**config.mk**
```make
export PLATFORM = sky130hd
export DESIGN_NAME = sram_ecc_ctrl
export DESIGN_NICKNAME = d
export VERILOG_FILES = /design/src/rtl/sram_ecc_pkg.sv /design/src/rtl/sram_secded_dec.sv /design/src/rtl/sram_ecc_ctrl.sv
export SDC_FILE = /design/constraint.sdc
export NUM_CORES = 1
export LEC_CHECK = 0
export BUFFER_PORTS_ARGS = -buffer_cell sky130_fd_sc_hd__buf_2
export CORE_MARGIN = 1.5
export CORE_UTILIZATION = 54
export CTS_CLUSTER_SIZE = 28
export DETAILED_ROUTE_END_ITERATION = 12
export GPL_TIMING_DRIVEN = 0
export HOLD_SLACK_MARGIN = 0.12
export PLACE_DENSITY = 0.91
export RECOVER_POWER = 25
export SETUP_SLACK_MARGIN = 0.2
export SLEW_MARGIN = 30
export SYNTH_ARGS = -nofsm -noshare
export SYNTH_HDL_FRONTEND = slang
export SYNTH_SLANG_ARGS = --single-unit
```
**constraint.sdc**
```tcl
create_clock -name CLK -period 6.25 [get_ports CLK]
set_clock_uncertainty 0.05 [all_clocks]
set_input_delay 0.3125 -clock CLK [delete_from_list [all_inputs] [get_ports CLK]]
set_output_delay 0.3125 -clock CLK [all_outputs]
set_load 0.1 [all_outputs]
```
**src/rtl/sram_ecc_pkg.sv**
```systemverilog
// sram_ecc_pkg: shared constants, Hamming masks, SECDED encoder and controller state type.
// Codeword layout: [31:0] data, [37:32] Hamming check bits, [38] overall parity.
// The SCRUB state exists only when SRAM_ECC_SCRUB_EN is defined.
package sram_ecc_pkg;

   localparam int unsigned AW = 14;
   localparam int unsigned DW = 32;
   localparam int unsigned CW = DW + 7;

   // Hamming position (1..38, skipping powers of two) assigned to data bit idx.
   function automatic logic [5:0] ham_pos(input int unsigned idx);
      int unsigned cnt;
      logic [5:0]  pos;
      cnt = 0;
      pos = '0;
      for (int unsigned p = 1; p < 39; p++) begin
         if ((p & (p - 1)) != 0) begin
            if (cnt == idx) pos = 6'(p);
            cnt++;
         end
      end
      return pos;
   endfunction

   // Data bits covered by check bit j: those whose Hamming position has bit j set.
   function automatic logic [DW-1:0] ham_mask(input int unsigned j);
      logic [DW-1:0] m;
      logic [5:0]    pos;
      m = '0;
      for (int unsigned i = 0; i < DW; i++) begin
         pos = ham_pos(i) >> j;
         m   = {pos[0], m[DW-1:1]};
      end
      return m;
   endfunction

   localparam logic [DW-1:0] HamMask0 = ham_mask(0);
   localparam logic [DW-1:0] HamMask1 = ham_mask(1);
   localparam logic [DW-1:0] HamMask2 = ham_mask(2);
   localparam logic [DW-1:0] HamMask3 = ham_mask(3);
   localparam logic [DW-1:0] HamMask4 = ham_mask(4);
   localparam logic [DW-1:0] HamMask5 = ham_mask(5);

   function automatic logic [CW-1:0] ecc_encode(input logic [DW-1:0] d);
      logic [5:0] c;
      c[0] = ^(d & HamMask0);
      c[1] = ^(d & HamMask1);
      c[2] = ^(d & HamMask2);
      c[3] = ^(d & HamMask3);
      c[4] = ^(d & HamMask4);
      c[5] = ^(d & HamMask5);
      return {^{c, d}, c, d};
   endfunction

`ifdef SRAM_ECC_SCRUB_EN
   typedef enum logic [1:0] {StIdle, StRmw, StScrub} state_e;
`else
   typedef enum logic [0:0] {StIdle, StRmw} state_e;
`endif

endpackage

```
**src/rtl/sram_secded_dec.sv**
```systemverilog
// sram_secded_dec: combinational SECDED decoder for one 39-bit codeword.
module sram_secded_dec
   import sram_ecc_pkg::*;
(
   input  logic [CW-1:0] cw_i,
   output logic [DW-1:0] data_o,
   output logic          sbe_o,
   output logic          dbe_o
);

   logic [5:0]    syn;
   logic          par_err;
   logic [DW-1:0] flip;

   // One flip line per data bit, hit when the syndrome names that bit's position.
   for (genvar gi = 0; gi < DW; gi++) begin : g_flip
      assign flip[gi] = (syn == ham_pos(gi));
   end

   // Syndrome/parity decode; check-bit or parity-bit errors leave data untouched.
   always_comb begin
      syn[0]  = ^(cw_i[DW-1:0] & HamMask0) ^ cw_i[DW+0];
      syn[1]  = ^(cw_i[DW-1:0] & HamMask1) ^ cw_i[DW+1];
      syn[2]  = ^(cw_i[DW-1:0] & HamMask2) ^ cw_i[DW+2];
      syn[3]  = ^(cw_i[DW-1:0] & HamMask3) ^ cw_i[DW+3];
      syn[4]  = ^(cw_i[DW-1:0] & HamMask4) ^ cw_i[DW+4];
      syn[5]  = ^(cw_i[DW-1:0] & HamMask5) ^ cw_i[DW+5];
      par_err = ^cw_i;
      sbe_o   = par_err;
      dbe_o   = ~par_err & (syn != 6'd0);
      data_o  = cw_i[DW-1:0] ^ (par_err ? flip : '0);
   end

endmodule

```
**src/rtl/sram_ecc_ctrl.sv**
```systemverilog
// sram_ecc_ctrl: SECDED request controller in front of a 16384x39 single-port SRAM.
// Reads return in 2 cycles; partial writes take a read-modify-write cycle.
// Define SRAM_ECC_SCRUB_EN to write corrected words back after a single-bit read error.
module sram_ecc_ctrl
   import sram_ecc_pkg::*;
(
   input  logic          CLK,
   input  logic          RST_N,
   input  logic          REQ_VALID,
   output logic          REQ_READY,
   input  logic          REQ_WE,
   input  logic [3:0]    REQ_BE,
   input  logic [AW-1:0] REQ_ADR,
   input  logic [DW-1:0] REQ_WDATA,
   output logic          RSP_VALID,
   output logic [DW-1:0] RSP_RDATA,
   output logic          RSP_SBE,
   output logic          RSP_DBE,
   output logic          WR_ERR,
   output logic [AW-1:0] MEM_ADR,
   output logic [CW-1:0] MEM_D,
   output logic          MEM_WE,
   input  logic [CW-1:0] MEM_Q
);

   state_e        state_q, state_d;
   logic          rdy_q;
   logic          rd_pend_q, rd_pend_d;
   logic [AW-1:0] adr_q, adr_d;
   logic [DW-1:0] wdata_q, wdata_d;
   logic [3:0]    be_q, be_d;
   logic          rsp_valid_q, rsp_valid_d;
   logic [DW-1:0] rsp_rdata_q, rsp_rdata_d;
   logic          rsp_sbe_q, rsp_sbe_d;
   logic          rsp_dbe_q, rsp_dbe_d;
   logic          wr_err_q, wr_err_d;
`ifdef SRAM_ECC_SCRUB_EN
   logic          scrub_pend_q, scrub_pend_d;
   logic [AW-1:0] scrub_adr_q, scrub_adr_d;
   logic [DW-1:0] scrub_data_q, scrub_data_d;
   logic [AW-1:0] rd_adr_q, rd_adr_d;
`endif

   logic          req_rdy, acc_rd, acc_full, acc_part, acc_wr_nz;
   logic [DW-1:0] dec_data, be_mask, merged;
   logic          dec_sbe, dec_dbe;

   sram_secded_dec u_dec (
      .cw_i   (MEM_Q),
      .data_o (dec_data),
      .sbe_o  (dec_sbe),
      .dbe_o  (dec_dbe)
   );

   // rdy_q keeps REQ_READY low while in reset and releases it one edge later.
   assign req_rdy   = rdy_q & (state_q == StIdle);
   assign acc_rd    = REQ_VALID & req_rdy & ~REQ_WE;
   assign acc_wr_nz = REQ_VALID & req_rdy & REQ_WE & (REQ_BE != 4'h0);
   assign acc_full  = acc_wr_nz & (REQ_BE == 4'hF);
   assign acc_part  = acc_wr_nz & (REQ_BE != 4'hF);
   assign be_mask   = {{8{be_q[3]}}, {8{be_q[2]}}, {8{be_q[1]}}, {8{be_q[0]}}};
   assign merged    = (wdata_q & be_mask) | (dec_data & ~be_mask);

   // State register.
   always_ff @(posedge CLK or negedge RST_N) begin
      if (!RST_N) state_q <= StIdle;
      else        state_q <= state_d;
   end

   // Next state: partial writes detour through RMW; a pending scrub claims the next idle slot.
   always_comb begin
      state_d = StIdle;
      case (state_q)
         StIdle:  state_d = acc_part ? StRmw : StIdle;
         StRmw:   state_d = StIdle;
         default: state_d = StIdle;
      endcase
`ifdef SRAM_ECC_SCRUB_EN
      if ((state_d == StIdle) && scrub_pend_d) state_d = StScrub;
`endif
   end

   // SRAM port and handshake outputs.
   always_comb begin
      REQ_READY = req_rdy;
      MEM_ADR   = REQ_ADR;
      MEM_D     = ecc_encode(REQ_WDATA);
      MEM_WE    = 1'b0;
      case (state_q)
         StIdle: MEM_WE = acc_full;
         StRmw: begin
            MEM_ADR = adr_q;
            MEM_D   = ecc_encode(merged);
            MEM_WE  = ~dec_dbe;
         end
`ifdef SRAM_ECC_SCRUB_EN
         StScrub: begin
            MEM_ADR = scrub_adr_q;
            MEM_D   = ecc_encode(scrub_data_q);
            MEM_WE  = 1'b1;
         end
`endif
         default: MEM_WE = 1'b0;
      endcase
   end

   // Datapath next values: response capture, RMW latch, write-error pulse, scrub buffer.
   always_comb begin
      rd_pend_d   = acc_rd;
      rsp_valid_d = rd_pend_q;
      rsp_rdata_d = rd_pend_q ? dec_data : rsp_rdata_q;
      rsp_sbe_d   = rd_pend_q ? dec_sbe  : rsp_sbe_q;
      rsp_dbe_d   = rd_pend_q ? dec_dbe  : rsp_dbe_q;
      wr_err_d    = (state_q == StRmw) & dec_dbe;
      adr_d       = acc_part ? REQ_ADR   : adr_q;
      wdata_d     = acc_part ? REQ_WDATA : wdata_q;
      be_d        = acc_part ? REQ_BE    : be_q;
`ifdef SRAM_ECC_SCRUB_EN
      rd_adr_d     = acc_rd ? REQ_ADR : rd_adr_q;
      scrub_pend_d = scrub_pend_q & (state_q != StScrub);
      scrub_adr_d  = scrub_adr_q;
      scrub_data_d = scrub_data_q;
      // Single buffer: a new SBE is taken only when nothing is pending.
      if (rd_pend_q && dec_sbe && !scrub_pend_q) begin
         scrub_pend_d = 1'b1;
         scrub_adr_d  = rd_adr_q;
         scrub_data_d = dec_data;
      end
      // A newer write to the same word makes the scrub data stale.
      if (acc_wr_nz && (REQ_ADR == scrub_adr_d)) scrub_pend_d = 1'b0;
`endif
   end

   // Datapath registers; reset drops any in-flight read or RMW.
   always_ff @(posedge CLK or negedge RST_N) begin
      if (!RST_N) begin
         rdy_q        <= 1'b0;
         rd_pend_q    <= 1'b0;
         adr_q        <= '0;
         wdata_q      <= '0;
         be_q         <= '0;
         rsp_valid_q  <= 1'b0;
         rsp_rdata_q  <= '0;
         rsp_sbe_q    <= 1'b0;
         rsp_dbe_q    <= 1'b0;
         wr_err_q     <= 1'b0;
`ifdef SRAM_ECC_SCRUB_EN
         scrub_pend_q <= 1'b0;
         scrub_adr_q  <= '0;
         scrub_data_q <= '0;
         rd_adr_q     <= '0;
`endif
      end else begin
         rdy_q        <= 1'b1;
         rd_pend_q    <= rd_pend_d;
         adr_q        <= adr_d;
         wdata_q      <= wdata_d;
         be_q         <= be_d;
         rsp_valid_q  <= rsp_valid_d;
         rsp_rdata_q  <= rsp_rdata_d;
         rsp_sbe_q    <= rsp_sbe_d;
         rsp_dbe_q    <= rsp_dbe_d;
         wr_err_q     <= wr_err_d;
`ifdef SRAM_ECC_SCRUB_EN
         scrub_pend_q <= scrub_pend_d;
         scrub_adr_q  <= scrub_adr_d;
         scrub_data_q <= scrub_data_d;
         rd_adr_q     <= rd_adr_d;
`endif
      end
   end

   assign RSP_VALID = rsp_valid_q;
   assign RSP_RDATA = rsp_rdata_q;
   assign RSP_SBE   = rsp_sbe_q;
   assign RSP_DBE   = rsp_dbe_q;
   assign WR_ERR    = wr_err_q;

endmodule

```
==> results.json <==
{
  "final_area_mm2": 0.00856,
  "p_leak_nw": 3.81,
  "ys_ff_latch": 89,
  "layout-drive-gt1-share_pct": 38.4,
  "htreeDepth": 3,
  "die_w_um": 118,
  "antenna_left": 0,
  "detail_route.iter0.violations": 670,
  "synth_ff_type": "dfrtp_1",
  "core_mm2": 0.0127,
  "worstHoldPathType": "input pin to flop",
  "clock.fmax_mhz": 173,
  "cts_root_buffer": "clkbuf_16",
  "synth_nets": 750,
  "hold_start": "REQ_VALID",
  "ys_warn_count": 0,
  "reg2reg_from": "state_q",
  "regToRegSetupSlack_ns": 3.58,
  "dr.pass1.iters": 5,
  "portBuffers": 181,
  "synth_edf_count": 0,
  "cts_tree": "yes",
  "syn_area_mm2": 0.00710,
  "final.period_utilization_pct": 92.7,
  "violations": "max-capacitance violations, max-slew violations",
  "rsz0062_at_grt": "no",
  "slew_viol_final": 92,
  "drc": 0,
  "syn_area_per_cell_um2": 10.8,
  "async_flop_share_pct": 100,
  "num_rows": 41,
  "diodes": 0,
  "crit_path_end_kind": "primary output",
  "fillCellCount": 1041,
  "design_power_total_w": 0.00506,
  "initial_utilization_pct": 55.8,
  "tightest_slew_ns": 3.02,
  "nets": 945,
  "cts_sinks": 89,
  "synthTopCellsByArea": "dfrtp_1, mux2_2, xnor2_1",
  "max_stage_delay_ns": 0.64,
  "worst-path-buf-inv": 4,
  "syn_to_final_growth_pct": 20.6,
  "gr-total-overflow": 0,
  "ff2ff_path_depth": 8,
  "holdPathStages": 3,
  "worstHoldEndpoint": "rd_pend_q",
  "via_per_inst": 5.88,
  "hold_slack_ns": 0.150,
  "fin_tns_setup_ns": 0,
  "yosysTopAreaCell": "dfrtp_1",
  "die_height_um": 118,
  "grt_pass1_vias": 5980,
  "finalSetupViolations": 0,
  "cpMaxStageDelayCell": "o31ai_1",
  "netlist_instances": 657,
  "vias": 6055,
  "path_clk_slew_ns": 0.07,
  "grt_use_total_pct": 32.9,
  "antenna_found_initial": 0,
  "crit_family": "XOR/XNOR gates",
  "clock_path_buffers": 2,
  "path_class": "input pin to primary output",
  "finalWirelength_um": 22700,
  "status": "finished with violations",
  "crit_cells": 17,
  "clock_latency_ns": 0.35,
  "cp.arrival_ns": 5.43,
  "start_kind": "input pin",
  "reg2reg_to": "wdata_q[16]",
  "synthDistinctLibCells": 50,
  "grt_max_degree": 56,
  "multiInputGateArea_mm2": 0.00468,
  "cts_setup_buffers": 0,
  "vdd_drop_max_v": 0.000471,
  "place_area_mm2": 0.00825,
  "synth_top_area_share_pct": 31.4,
  "gp_congestion": 1.01,
  "maxCapViolCount": 2,
  "synth_common_cells": "xnor2_1, mux2_2, dfrtp_1, xor2_1, nor2_1",
  "grt_pass1_wl_um": 34500,
  "power.density_mw_per_mm2": 591,
  "crit_fanout": 10,
  "crit_chain": "buf_2 > xnor3_1 > xnor2_1 > xnor3_2 > xnor2_4 > mux2_4 > buf_6 > buf_2 > o31ai_1 > a31oi_2 > xor2_1 > xnor3_1 > xnor2_2 > xnor3_1 > xnor2_1 > a21oi_1 > buf_2",
  "register_area_mm2": 0.00223,
  "ios": 184,
  "dieArea_mm2": 0.0138,
  "cts-buffers-inserted": 9,
  "fin_crit_ns": 5.79,
  "hold_viol": 0,
  "yosysMostFrequentCell": "xnor2_1",
  "cp_data_required_time_ns": 5.89,
  "dp_hpwl_um": 17800,
  "routedWlPerCell_um": 22.0,
  "synth_seq_area_share_pct": 31.4,
  "max-slew-margin-rel_pct": -102
}
==> where the power goes <==
group          internal, W  switching, W  leakage (nW)
clock network     0.000318      0.000261         0.154
logic              0.00129       0.00241          2.60
registers         0.000711     0.0000748          1.05
==> stage by stage <==
step | std cells | util, % | worst slack (ns)
after floorplan | 657 | - | 0.299
after global placement | 1010 | 64.6 | 0.598
after detailed placement | 1011 | 64.9 | 0.545
after CTS | 1029 | 67.5 | 0.549
after global routing | 1029 | 67.3 | 0.292
final | 1029 | 67.3 | 0.459
==> cells by family after synthesis <==
logic type / Yosys count / share of synthesized area [%]
buf+inv: 45 / 2.73
simple gates: 131 / 9.38
flops: 89 / 31.4
mux: 108 / 17.0
other cells: 1 / 0.0528
xor+xnor: 193 / 30.7
compound gates: 90 / 8.69
==> per-layer routing <==
metal / track usage (%) / vias to the layer above / routed length (µm)
li1: - / 2691 / -
met1: 44.3 / 2968 / 9420
met2: 53.1 / 334 / 10600
met3: 6.30 / 62 / 1800
met4: 11.8 / 0 / 839
met5: 0 / - / 0
==> cell usage in the layout, fill, tap and decap left out, types with 4 or more instances in the layout <==
cell type and n:
mux2_2 98, and2_1 4, o31ai_2 7, or3_1 4
nand2b_1 11, nor3_1 13, o31ai_1 7, buf_1 5
buf_2 182, clkbuf_16 9, nor2_1 33, o21ai_0 31
xnor3_2 7, o31a_1 10, o22a_1 4, a21oi_1 17
nor4_1 13, nand2_1 26, nand3_1 11, xnor2_1 117
dfrtp_1 89, inv_1 9, xnor3_1 22, mux2i_1 9
xor2_1 41, a31oi_1 6, clkbuf_1 26
==> sequential cells by signal (all words and copies together), names as in the netlist <==
name and cells:
RSP_RDATA 32, wdata_q 32, adr_q 14, be_q 4, RSP_DBE 1, RSP_SBE 1, RSP_VALID 1, WR_ERR 1
rd_pend_q 1, rdy_q 1, state_q 1
==> worst min-delay path: stages <==
cell     delay, ns
buf_2         0.10
nand2_1       0.07
nor2_1        0.05
==> area by class of cell <==
type	instances	area share [%]
plain buffers	34	1.78
clock buffers	9	2.63
clock inverters	7	1.01
inverters	11	0.482
multi-input cells	523	54.7
flip-flops and latches	89	26.0
well taps	172	2.51
repair buffers	184	10.8
==> how the worst max path moves through the flow <==
stage	start	end	slack, ns
6_report	MEM_Q[5]	MEM_D[38]	0.46
5_1_grt	MEM_Q[5]	MEM_D[33]	0.29
4_1_cts	MEM_Q[5]	MEM_D[38]	0.55
3_5_place_dp	MEM_Q[8]	MEM_D[38]	0.55
3_3_place_gp	MEM_Q[8]	MEM_D[38]	0.60
2_1_floorplan	MEM_Q[25]	MEM_D[33]	0.30
==> what timing repair did <==
| item | in CTS | in global routing |
|---|---|---|
| endpoints found under the hold margin | 35 | 0 |
| gates resized for setup | 0 | 1 |
| endpoints found under the setup margin | 0 | 1 |
| hold buffers | 2 | 0 |
Note: power is estimated with default switching activity, not from simulation.
